File: src/rtl/map_loader_pkg.sv
// Shared game constants and the map loader state encoding.
package map_loader_pkg;

    localparam int CELLS  = 81;
    localparam int VAL_W  = 4;
    localparam int VIS_W  = 2;
    localparam int ADDR_W = 7;

    typedef enum logic [2:0] {
        ST_IDLE    = 3'd0,
        ST_SETTLE  = 3'd1,
        ST_CAPTURE = 3'd2,
        ST_STREAM  = 3'd3,
        ST_DONE    = 3'd4
    } state_t;

endpackage

File: src/rtl/map_loader.sv
// Loads a puzzle: drives the selector difficulty, snapshots its map/visibility buses, streams one cell per write.
// Latency: SETTLE+1+CELLS+1 cycles from the start edge to the end of the done cycle with wr_ready held high.
// Backpressure: wr_ready low freezes the current write (addr/value/vis held) indefinitely; start is dropped while busy.
module map_loader #(
    parameter int CELLS  = map_loader_pkg::CELLS,
    parameter int VAL_W  = map_loader_pkg::VAL_W,
    parameter int VIS_W  = map_loader_pkg::VIS_W,
    parameter int SETTLE = 2
) (
    input  logic                                clk,
    input  logic                                reset,
    input  logic                                start,
    input  logic                                difficulty,
    output logic                                sel_difficulty,
    input  logic [CELLS*VAL_W-1:0]              map_in,
    input  logic [CELLS*VIS_W-1:0]              vis_in,
    output logic                                wr_valid,
    input  logic                                wr_ready,
    output logic [map_loader_pkg::ADDR_W-1:0]   wr_addr,
    output logic [VAL_W-1:0]                    wr_value,
    output logic [VIS_W-1:0]                    wr_vis,
    output logic                                busy,
    output logic                                done
);
    import map_loader_pkg::*;

    localparam int MAP_W = CELLS * VAL_W;
    localparam int VSB_W = CELLS * VIS_W;
    localparam int CNT_W = (SETTLE > 1) ? $clog2(SETTLE) : 1;
    localparam logic [ADDR_W-1:0] LAST_ADDR   = ADDR_W'(CELLS - 1);
    localparam logic [CNT_W-1:0]  SETTLE_LAST = CNT_W'(SETTLE - 1);

    state_t             state;
    state_t             state_nxt;
    logic [CNT_W-1:0]   settle_cnt;
    logic [ADDR_W-1:0]  idx;
    logic [MAP_W-1:0]   map_sr;
    logic [VSB_W-1:0]   vis_sr;
    logic               sel_q;

    always_ff @(posedge clk or posedge reset) begin
        if (reset) begin
            state <= ST_IDLE;
        end else begin
            state <= state_nxt;
        end
    end

    always_comb begin
        state_nxt = state;
        wr_valid  = 1'b0;
        busy      = 1'b1;
        done      = 1'b0;
        case (state)
            ST_IDLE: begin
                busy = 1'b0;
                if (start) begin
                    state_nxt = ST_SETTLE;
                end
            end
            ST_SETTLE: begin
                if (settle_cnt == SETTLE_LAST) begin
                    state_nxt = ST_CAPTURE;
                end
            end
            ST_CAPTURE: begin
                state_nxt = ST_STREAM;
            end
            ST_STREAM: begin
                wr_valid = 1'b1;
                if (wr_ready && (idx == LAST_ADDR)) begin
                    state_nxt = ST_DONE;
                end
            end
            ST_DONE: begin
                done      = 1'b1;
                state_nxt = ST_IDLE;
            end
            default: begin
                busy      = 1'b0;
                state_nxt = ST_IDLE;
            end
        endcase
    end

    // The current cell always sits in the low bits of the snapshot; each accepted write shifts the next one in.
    always_ff @(posedge clk or posedge reset) begin
        if (reset) begin
            sel_q      <= 1'b0;
            settle_cnt <= '0;
            idx        <= '0;
            map_sr     <= '0;
            vis_sr     <= '0;
        end else begin
            case (state)
                ST_IDLE: begin
                    if (start) begin
                        sel_q      <= difficulty;
                        settle_cnt <= '0;
                    end
                end
                ST_SETTLE: begin
                    settle_cnt <= settle_cnt + 1'b1;
                end
                ST_CAPTURE: begin
                    map_sr <= map_in;
                    vis_sr <= vis_in;
                    idx    <= '0;
                end
                ST_STREAM: begin
                    if (wr_ready) begin
                        map_sr <= map_sr >> VAL_W;
                        vis_sr <= vis_sr >> VIS_W;
                        if (idx != LAST_ADDR) begin
                            idx <= idx + 1'b1;
                        end
                    end
                end
                default: begin
                end
            endcase
        end
    end

    assign sel_difficulty = sel_q;
    assign wr_addr        = idx;
    assign wr_value       = map_sr[VAL_W-1:0];
    assign wr_vis         = vis_sr[VIS_W-1:0];

endmodule
File: config.mk
export PLATFORM = sky130hd
export DESIGN_NAME = map_loader
export DESIGN_NICKNAME = d
export VERILOG_FILES = /design/src/rtl/map_loader_pkg.sv /design/src/rtl/map_loader.sv
export SDC_FILE = /design/constraint.sdc
export NUM_CORES = 1
export LEC_CHECK = 0
export ABC_AREA = 1
export CORE_UTILIZATION = 55
export DETAILED_ROUTE_END_ITERATION = 8
export PLACE_DENSITY = 0.86
export REMOVE_ABC_BUFFERS = 1
export SKIP_LAST_GASP = 1
export SYNTH_ARGS = -nofsm -noshare
export SYNTH_HDL_FRONTEND = slang
export SYNTH_SLANG_ARGS = --single-unit
File: constraint.sdc
create_clock -name clk -period 30.4 [get_ports clk]
set_input_delay 6.08 -clock clk [delete_from_list [all_inputs] [get_ports clk]]
set_output_delay 6.08 -clock clk [all_outputs]
set_load 0.005 [all_outputs]
==> impl_metrics.csv <==
group,metric,value,unit
sta,fmax,104,MHz
routing,ant_nets,0,
worst_setup_path,path_buf_inv,5,
layout,final_util,72.2,%
sta,slew_headroom,19.2,%
worst_setup_path,reg2reg_depth,7,
synth,syn_area,22800,sq um
placed_design,io_buffers,507,
routing,drt_pass1_iterations,8,
die,ios,508,
worst_setup_path,crit_fanout,140,
sta,hold_ws,0.523,ns
routing,drt_wl_total,64300,microns
sta,fin_crit,9.59,ns
routing,via_per_inst,5.67,
worst_setup_path,r2r_start,"state[1]",
synth,synth_edf_count,0,
sta,hold_violations,0,
worst_setup_path,critPathCaptureType,"flop",
die,die_y,205,microns
sta,grt_setup_unrepaired,"no",
layout,area_growth,29.5,%
global_routing,grt_max_degree,295,
layout,drive_above_1_share,3.36,%
clocking,cts_tree,"yes",
synth,ys_seq_elements,498,
global_routing,antenna_found_initial,12,
routing,vias,20996,
worst_setup_path,worstPathRequired,30.90,ns
clocking,cts_resized,0,
placed_design,dpl.hpwl,40800,microns
synth,syn_inst,2758,
sta,fin_crit_sh,31.5,%
clocking,clkTransAtPathRegs,0.06,ns
synth,synth_top_cell_by_area,"dfrtp_1",
power_and_ir_drop,design_power_total,2.95,mW
sta,finalClockSkew,0.0192,ns
synth,syn_avg_cell_area,8.25,sq um
run,cap_violations,0,
min_path,min_from,"sel_difficulty",
placed_design,dp_slack,20.42,ns
die,initial_core_util,55.8,%
worst_setup_path,worst-r2r-setup-slack,26.07,ns
synth,async_flop_share,100,%
clocking,cts.sinks,498,
worst_setup_path,worst_path_most_repeated_cell,"buf_4",
power_and_ir_drop,vdd_drop_max,0.165,mV
worst_setup_path,arrival,10.09,ns
worst_setup_path,path_class,"in -> reg",
worst_setup_path,slowest_delay,1.01,ns
sta,tightest_slew,1.21,ns
layout,fin_nets,3607,
clocking,numCtsBuffers,51,
clocking,cts_max_path_buffers,3,
clocking,ctsHtreeMaxLevel,2,
global_routing,track_usage,30.1,%
global_routing,grt_overflow,0,
sta,setup_tns,0,ns
sta,setup_violations,0,
min_path,hold_end,"sel_difficulty",
worst_setup_path,r2r_end,"map_sr[182]",
synth,synth_top_area_share,54.7,%
placed_design,gp_congestion,0.939,
die,dieArea,42200,sq um
clocking,root_buffer,"clkbuf_16",
worst_setup_path,path_cells,"clkdlybuf4s50_1, inv_1, a21oi_4, buf_4, buf_4, buf_4, o21ai_0, o22ai_1",
synth,ys_top_cells_by_count,"498 x dfrtp_1, 493 x nor2_1, 479 x nand2_1",
routing,wl_per_cell,17.4,microns
global_routing,grt_pass1_vias,20420,
status,status,"completed",
worst_setup_path,slowest_stage,"buf_4",
synth,synth_most_common_cell,"dfrtp_1",
power_and_ir_drop,p_leak,12.7,nW
sta,maxSlewViolCount,0,
synth,synth_flop_cell,"dfrtp_1",
worst_setup_path,crit_family,"buffers and inverters",
min_path,hold_path_class,"reg -> reg",
synth,ys_seq_area_share,54.7,%
die,die_w,205,microns
synth,yosysWarningCount,0,
worst_setup_path,startpoint_type,"input pin",
synth,ys_types,22,
layout,design_area,29500,sq um
min_path,whs_path_depth,1,
power_and_ir_drop,powerDensity,100,nW/um^2
placed_design,dpl_cell_area,27700,sq um
die,fp.coreArea,40800,sq um
sta,fin_ws,20.81,ns
layout,stdcell_count,3700,
clocking,holdBufCountCts,0,
die,std_cell_rows,74,
placed_design,place_inst,3593,
synth,synthTopCellsByArea,"dfrtp_1 55%, nor2_1 8.1%, nand2_1 7.9%",
global_routing,grt_pass1_wl,101000,microns
routing,drc,0,
clocking,clk_latency,0.59,ns
routing,drtIter0Drc,2239,
clocking,postCtsSetupRepairBufs,0,
## per-layer routing
metal / wire [microns] / track usage [%] / up-vias / part of all wire [%]
li1: - / - / 9872 / -
met1: 24600 / 38.1 / 9940 / 38
met2: 30800 / 48.1 / 994 / 48
met3: 5940 / 7.78 / 186 / 9.2
met4: 2910 / 15.0 / 4 / 4.5
met5: 23 / 0 / - / 0.036
## registers in the layout, indices dropped and copies added (netlist names)
| signal | cells |
|---|---|
| settle_cnt | 1 |
| state | 3 |
| wr_addr | 7 |
| map_sr | 324 |
| sel_difficulty | 1 |
| vis_sr | 162 |
## cell type report
cell class | instances | area, sq um
inverter | 285 | 1090
antenna | 13 | 32.5
multi-input combinational | 1755 | 8220
timing repair buffer | 523 | 5250
sequential | 498 | 12500
clock inverter | 22 | 274
tap | 532 | 666
fill | 2858 | 11400
clock buffer | 72 | 1490
## cell usage in the layout, fill, tap and decap left out, types with 9 or more instances in the layout
cell,n
a31oi_1,218
buf_4,12
clkbuf_1,10
clkbuf_16,53
clkbuf_8,9
clkdlybuf4s50_1,507
clkinv_2,11
dfrtp_1,498
diode_2,13
inv_1,282
nand2_1,479
nand3_1,16
nor2_1,493
o21ai_0,271
o22ai_1,262
## worst reg2reg max path, delay by kind of cell (launching register included)
kind                   cells  cell delay (ns)
buffers and inverters      3             2.74
AOI/OAI and AO/OA          3             0.71
and+or+nand+nor            1             0.22
DFF                        1             0.56
## worst max-delay path by stage
stage              from     endpoint  slack (ns)  cells past startpoint
2_1_floorplan  wr_ready  map_sr[100]       -9.89                      4
3_3_place_gp   wr_ready   map_sr[85]       20.62                      8
3_5_place_dp   wr_ready   map_sr[81]       20.42                      8
4_1_cts        state[0]         busy       20.92                      5
5_1_grt        wr_ready  map_sr[174]       20.47                      8
6_report       wr_ready  map_sr[182]       20.81                      8
## report_power, final
group	total, mW	internal, mW	switching, mW
Combinational	1.19	0.432	0.758
Clock	0.658	0.392	0.266
Sequential	1.10	0.948	0.155
Total	2.95	1.77	1.18
## cell families after synthesis
kind of cell	count (synthesis)	synth area share, %
buffers and inverters	505	9.21
AOI/OAI and AO/OA	753	19.2
and+or+nand+nor	999	16.7
DFF	498	54.7
muxes	1	0.0495
adders and majority gates	2	0.110
No activity file was read; power rests on OpenSTA's default activity.
